**config.mk**
```make
export PLATFORM = sky130hd
export DESIGN_NAME = game_flow_controller
export DESIGN_NICKNAME = d
export VERILOG_FILES = /design/src/rtl/game_flow_controller.sv
export SDC_FILE = /design/constraint.sdc
export NUM_CORES = 1
export LEC_CHECK = 0
export CORE_MARGIN = 2
export CORE_UTILIZATION = 49
export DETAILED_ROUTE_END_ITERATION = 8
export PLACE_DENSITY = 0.76
export SYNTH_ARGS = -nofsm -noshare
export SYNTH_HDL_FRONTEND = slang
export SYNTH_SLANG_ARGS = --single-unit
```
**constraint.sdc**
```tcl
create_clock -name clk -period 2.06 [get_ports clk]
set_input_delay 0.206 -clock clk [delete_from_list [all_inputs] [get_ports clk]]
set_output_delay 0.206 -clock clk [all_outputs]
set_load 0.005 [all_outputs]
```
**src/rtl/game_flow_controller.sv**
```systemverilog
// Frame-synchronous game sequencer: derives a per-frame tick from v_sync and runs
// the IDLE/PLAY/HIT/PAUSE/OVER flow, gating movement and tracking lives and score.
module game_flow_controller #(
    parameter int LIVES_INIT = 3,
    parameter int HIT_FRAMES = 60
) (
    input  logic        clk,
    input  logic        reset,
    input  logic        v_sync,
    input  logic        collision,
    input  logic        start_btn,
    input  logic        pause_btn,
    output logic        move_en,
    output logic        obj_hold,
    output logic [2:0]  state,
    output logic [2:0]  lives,
    output logic [15:0] score,
    output logic        blink,
    output logic        game_over
);

    typedef enum logic [2:0] {
        IDLE  = 3'd0,
        PLAY  = 3'd1,
        HIT   = 3'd2,
        PAUSE = 3'd3,
        OVER  = 3'd4
    } state_e;

    state_e      state_q, state_d;
    logic        vs_q;
    logic [1:0]  btn_prev_q, btn_prev_d;
    logic        coll_f_q, coll_f_d;
    logic [2:0]  lives_q, lives_d;
    logic [15:0] score_q, score_d;
    logic [7:0]  hit_cnt_q, hit_cnt_d;
    logic        move_en_q, move_en_d;
    logic        obj_hold_q, obj_hold_d;
    logic        blink_q, blink_d;
    logic        game_over_q, game_over_d;

    logic        tick;
    logic        start_press;
    logic        pause_press;
    logic        hit_now;
    logic [15:0] score_inc;

    // btn_prev[0] tracks start, btn_prev[1] tracks pause
    assign tick        = vs_q & ~v_sync;
    assign start_press = start_btn & ~btn_prev_q[0];
    assign pause_press = pause_btn & ~btn_prev_q[1];
    assign hit_now     = coll_f_q | (collision & (state_q == PLAY));
    assign score_inc   = (score_q == 16'hFFFF) ? score_q : score_q + 16'd1;

    always_ff @(posedge clk or posedge reset) begin
        if (reset) begin
            state_q     <= IDLE;
            vs_q        <= 1'b1;
            btn_prev_q  <= 2'b11;
            coll_f_q    <= 1'b0;
            lives_q     <= 3'd0;
            score_q     <= 16'd0;
            hit_cnt_q   <= 8'd0;
            move_en_q   <= 1'b0;
            obj_hold_q  <= 1'b1;
            blink_q     <= 1'b0;
            game_over_q <= 1'b0;
        end else begin
            state_q     <= state_d;
            vs_q        <= v_sync;
            btn_prev_q  <= btn_prev_d;
            coll_f_q    <= coll_f_d;
            lives_q     <= lives_d;
            score_q     <= score_d;
            hit_cnt_q   <= hit_cnt_d;
            move_en_q   <= move_en_d;
            obj_hold_q  <= obj_hold_d;
            blink_q     <= blink_d;
            game_over_q <= game_over_d;
        end
    end

    always_comb begin
        state_d    = state_q;
        btn_prev_d = btn_prev_q;
        coll_f_d   = coll_f_q;
        lives_d    = lives_q;
        score_d    = score_q;
        hit_cnt_d  = hit_cnt_q;
        move_en_d  = 1'b0;

        // A collision in the tick cycle is already folded into hit_now, so clearing wins
        if (tick) begin
            coll_f_d   = 1'b0;
            btn_prev_d = {pause_btn, start_btn};
        end else if (collision && (state_q == PLAY)) begin
            coll_f_d = 1'b1;
        end

        if (tick) begin
            unique case (state_q)
                IDLE: begin
                    if (start_press) begin
                        state_d   = PLAY;
                        lives_d   = 3'(LIVES_INIT);
                        score_d   = 16'd0;
                        hit_cnt_d = 8'd0;
                    end
                end
                PLAY: begin
                    if (hit_now) begin
                        if (lives_q <= 3'd1) begin
                            state_d = OVER;
                            lives_d = 3'd0;
                        end else begin
                            state_d   = HIT;
                            lives_d   = lives_q - 3'd1;
                            hit_cnt_d = 8'(HIT_FRAMES);
                        end
                    end else if (pause_press) begin
                        state_d = PAUSE;
                    end else begin
                        move_en_d = 1'b1;
                        score_d   = score_inc;
                    end
                end
                HIT: begin
                    move_en_d = 1'b1;
                    score_d   = score_inc;
                    hit_cnt_d = hit_cnt_q - 8'd1;
                    if (hit_cnt_q == 8'd1) begin
                        state_d = PLAY;
                    end
                end
                PAUSE: begin
                    if (pause_press) begin
                        state_d = PLAY;
                    end
                end
                OVER: begin
                    if (start_press) begin
                        state_d = IDLE;
                    end
                end
                default: begin
                    state_d = IDLE;
                end
            endcase
        end

        obj_hold_d  = (state_d == IDLE);
        blink_d     = (state_d == HIT) & hit_cnt_d[2];
        game_over_d = (state_d == OVER);
    end

    assign move_en   = move_en_q;
    assign obj_hold  = obj_hold_q;
    assign state     = state_q;
    assign lives     = lives_q;
    assign score     = score_q;
    assign blink     = blink_q;
    assign game_over = game_over_q;

endmodule

```
======== Yosys cells after proc, flatten, opt, wreduce, memory -nomap -nowiden ========
Cells that the tools add are included.
word-level totals
  register bits ........................... 38
  input port bits ......................... 6
cells by class
  add/subtract/negate cells ............... 3
  order comparisons ....................... 1
  eq/ne operators ......................... 13
  mux-type cells .......................... 29
  bitwise gates (word level) .............. 9
  reduce and logical (&&, ||, !) cells .... 9
operator list
  cell                                                                   number
  16-bit 2-to-1 mux                                                      4
  16-bit case mux with 3 select lines                                    1
  3-bit 2-to-1 mux                                                       12
  8-bit 2-to-1 mux                                                       3
  8-bit case mux with 3 select lines                                     1
  16-bit by 1-bit adder with 16-bit output, second input constant        1
  16-bit equality test, second input constant                            1
  3-bit case mux with 5 select lines                                     1
  2-bit inequality test, second input constant                           5
  5-bit AND reduction                                                    2
  3-bit by 2-bit equality test with 1-bit output, second input constant  3
  8-bit by 1-bit equality test with 1-bit output, second input constant  1
  8-bit by 1-bit subtractor with 8-bit output, second input constant     1
  3-bit equality test, second input constant                             2
  3-bit zero test                                                        2
  3-bit case mux with 2 select lines                                     1
  1-bit AND                                                              5
  1-bit 2-to-1 mux                                                       5
  4-bit AND reduction                                                    1
  2-bit nonzero test                                                     2
  3-bit by 1-bit equality test with 1-bit output, second input constant  1
  3-bit by 1-bit <= comparator with 1-bit output, second input constant  1
  1-bit inverter                                                         3
  3-bit nonzero test                                                     1
  4 further kinds                                                        4

======== Logic depth before layout (Yosys ltp) ========
  word-level depth ........................ 8
  mapped depth ............................ 8
  mapped depth without buffers ............ 7

======== Worst setup path before layout ========
OpenSTA, ideal clock, no wires.
  path kind ............................... register to register
  from .................................... reg btn_prev_q[1]
  to ...................................... reg score_q[8], in the netlist score[8]
  library setup time ...................... 104 ps
  arrival ................................. 1952 ps
  required time ........................... 1956 ps
  slack ................................... 5 ps
  stages on the path, launching flop included .. 6
  buffers on the path ..................... 0
  clock period less this slack ............ 2055 ps
  path through ............................ dfstp_2 nor2b_1 or4_4 a21o_1 or3_4 o41ai_2
between the ends
  longest elaborated chain between the ends .. 4
ends and longest elaborated chain
  element                          line  text
  start: declaration               32    logic [1:0] btn_prev_q, btn_prev_d;
  start signal: assignment         71    btn_prev_q <= btn_prev_d;
  1-bit inverter                   51    assign pause_press = pause_btn & ~btn_prev_q[1];
  1-bit AND                        51
  2-bit inequality test (no line)  --
  5-bit AND reduction (no line)    --
  end signal: assignment           74    score_q <= score_d;
  end: declaration                 35    logic [15:0] score_q, score_d;
Every way passes these cells.
A chain may end at the register's enable or synchronous reset.

======== Worst setup path in the final report ========
  from .................................... reg state_q[1], in the netlist state[1]
  to ...................................... reg score_q[5], in the netlist score[5]
between the ends
  longest elaborated chain between the ends .. 5
ends and longest elaborated chain
  element                                         line     text
  start: declaration                              30       state_e state_q, state_d;
  start signal: assignment                        69       state_q <= state_d;
  3-bit by 1-bit equality test with 1-bit output  52, 101
  1-bit AND                                       52       assign hit_now = coll_f_q | (collision & (state_q == PLAY));
  1-bit bitwise OR                                52
  2-bit inequality test (no line)                 --
  5-bit AND reduction (no line)                   --
Several ways; a longest one is shown, not always the timed one.

==> run_results.csv <==
group,metric,value,unit
pwr,power,3.25,mW
yosys,syn_nets,264,
pwr,seqPwrFrac,34.9,%
grt,grt_use_met1,28.6,%
yosys,syn_area_per_cell,8.98,sq um
yosys,synth.yosys.seq_area_share,42.1,%
critical_path,crit_chain,"nand2b_4 -> or4_4 -> a21o_1 -> or3_4 -> o41ai_1",
floorplanning,boundaryPins,32,
drt,drc_errors,0,
grt,met2_usage,41.2,%
critical_path,r2r-start,"state[1]",
floorplanning,die_h,72.1,microns
yosys,synth-warning-count,0,
layout,final_area,3080,sq um
yosys,synth_cell_type_count,55,
layout,multiInputGateArea,1260,sq um
floorplanning,fp.coreArea,4410,sq um
layout,ff_latch_area,957,sq um
sta,rsz0062_at_grt,"true",
critical_path,worst-path-stages,5,
critical_path,reg2reg_slack,0.10,ns
grt,grt_pass1_vias,2122,
critical_path,cp_max_fo,5,
grt,grt_pass1_wl,9.63,mm
drt,wirelength,5.71,mm
grt,grtUsageMet3,5.00,%
grt,antenna_found_initial,0,
critical_path,rr_worst_depth,5,
floorplanning,start_util,51.4,%
yosys,synth_common_cells,"dfrtp_1, nand2_1, o21ai_0",
sta,finalHoldViolations,0,
yosys,ys_ff_latch,38,
sta,skew,0.00774,ns
clocking,cts_num_sinks,38,
sta,slew_headroom,66.2,%
placement,dpl.hpwl,4.36,mm
sta,post-route-min-period,1.96,ns
placement,postPlaceCellArea,2950,sq um
pwr,irDropWorstVdd,0.764,mV
drt,viasPerCell,5.98,
layout,area_growth,35.8,%
critical_path,start_kind,"flop",
pwr,p_leak,1.35,nW
sta,clock.fmax,0.510,GHz
sta,postLayoutSetupSlackWorst,0.101,ns
worst_hold_path,hold_class,"input port to async pin",
sta,setup-tns-final,0,ns
layout,fill_cells,363,
run,drv_cap,0,
sta,drv_slew,0,
grt,grt_usage,23.5,%
grt,busiest_layer,"met2",
drt,routed-via-count,2284,
drt,wl_per_cell,14.9,microns
outcome,status,"finished clean",
placement,gp_congestion,0.888,
critical_path,crit_arrival,2.15,ns
yosys,synth_top_area_share,37.5,%
clocking,clk_path_buf_depth,2,
clocking,cts-root-buf,"clkbuf_8",
sta,post-route-period-util,95.1,%
critical_path,crit_path_end_kind,"flop",
critical_path,critPathBufInv,0,
critical_path,critical_path.top_delay_family,"simple AND/OR/NAND/NOR gates",
grt,grt_max_degree,39,
placement,placed_cells_incl_taps,372,
clocking,numCtsBuffers,5,
clocking,insertion_delay,0.29,ns
pwr,netSwitchingFraction,39.2,%
yosys,yosysMostFrequentCell,"dfrtp_1",
drt,first_pass_iters,4,
floorplanning,row_count,24,
yosys,synthArstFlopShare,100,%
clocking,cts_htree_levels,2,
placement,pre_cts_ws,-0.254,ns
critical_path,cpMaxStageDelayCell,"or4_4",
yosys,synthesis.instances,253,
pwr,p_clk_share,15.8,%
clocking,cts_tree,"yes",
pwr,p_sw,1.28,mW
drt,antenna_left,0,
grt,grt-ovfl-total,0,
critical_path,cpPeakStageDelay,0.48,ns
clocking,path_clk_slew,0.08,ns
yosys,ys_top_cells_by_area,"dfrtp_1, o21ai_0, dfstp_2",
clocking,ctsHoldBuffers,0,
sta,finalSetupViolCount,0,
yosys,ys.flop_type,"dfrtp_1",
yosys,synth_area,2270,sq um
floorplanning,die_w,72.1,microns
layout,fin_cells,382,
yosys,synth_edf_count,0,
layout,diodes,0,
floorplanning,fp.dieArea,5190,sq um
drt,drt_iter0_drc,214,
sta,worstMarginPinSlew,0.502,ns
layout,nNetsFinal,340,
critical_path,worstPathRequired,2.25,ns
critical_path,crit_type,"flop to flop",
placement,port_buffers,31,
yosys,synth.largest_area_cell,"dfrtp_1",
layout,drive_above_1_share,23.6,%
pwr,p_int,1.98,mW
pwr,p_comb_share,49.3,%
critical_path,r2r_end,"score[5]",
pwr,power_density,1060,nW/um^2
per-stage QoR:
| stage | util, % | hold WS, ns |
|---|---|---|
| 3_3_place_gp | 66.8 | 0.450 |
| 4_1_cts | 69.0 | 0.333 |
| 2_1_floorplan | - | 0.210 |
| 3_5_place_dp | 66.8 | 0.453 |
| 6_report | 69.9 | 0.320 |
| 5_1_grt | 69.9 | 0.367 |
routing by layer:
metal,up-vias,wire [microns],part of all wire (%)
met5,-,0,0
met4,0,68,1.2
met3,9,366,6.4
met2,99,2970,52
met1,1070,2310,40
li1,1106,-,-
kinds of logic (layout without fill, tap and decap cells):
group / Yosys count / after routing / share of synthesized area, %
AND/OR/NAND/NOR: 101 / 101 / 24.7
AO/OA/AOI/OAI: 86 / 86 / 26.3
flip-flops: 38 / 38 / 42.1
buffers and inverters: 22 / 99 / 3.80
adder cells (fa/ha/maj): 5 / 5 / 2.75
XOR/XNOR: 1 / 1 / 0.386
power groups by stage:
stage	combinational, mW	sequential (mW)	clock (mW)
4_1_cts	1.58	1.12	0.524
2_1_floorplan	0.877	1.13	0
3_5_place_dp	1.57	1.14	0
3_3_place_gp	1.53	1.13	0
6_report	1.61	1.13	0.514
5_1_grt	1.79	1.17	0.558
flip-flops by register name, summed over array words and instances, names as in the netlist:
signal	count
score	16
hit_cnt_q	8
lives	3
state	3
btn_prev_q	2
blink	1
coll_f_q	1
game_over	1
move_en	1
obj_hold	1
vs_q	1
worst reg2reg max path, cell delays in order (launching register included):
cell and delay (ns):
dfrtp_1 0.39, nand2b_4 0.15, or4_4 0.48, a21o_1 0.18
or3_4 0.42, o41ai_1 0.23
timing repair:
action,in CTS,in global routing
setup endpoints to repair,1,11
gates resized for setup,0,8
setup buffers,1,1
pin swaps,2,4
worst max path at each step:
stage                       start        to
finish                   state[1]  score[5]
global route             state[1]  score[5]
CTS                      state[1]  score[7]
detailed placement      pause_btn  score[8]
global placement        pause_btn  score[8]
floorplan           btn_prev_q[1]  score[8]
cell type report:
type	instances	area share, %
multi-input cells	193	40.9
flip-flops and latches	38	31.0
repair buffers	78	21.5
clock buffers	5	2.23
well taps	52	2.11
inverters	13	1.58
clock inverters	3	0.690
cells in the final DEF (no fill, tap or decap), types with 4 or more instances in the layout:
master	instances
nand2b_1	5
ha_1	5
inv_1	13
clkbuf_8	5
nor3_1	11
nand3_1	7
o21ai_0	26
dfrtp_1	33
clkdlybuf4s50_1	31
o31ai_1	6
buf_4	47
dfstp_2	4
a211oi_1	5
nand2_1	28
nor2_1	17
a22o_1	7
a21oi_1	11
nor2b_1	6
Power figures use the tool's default switching activity.
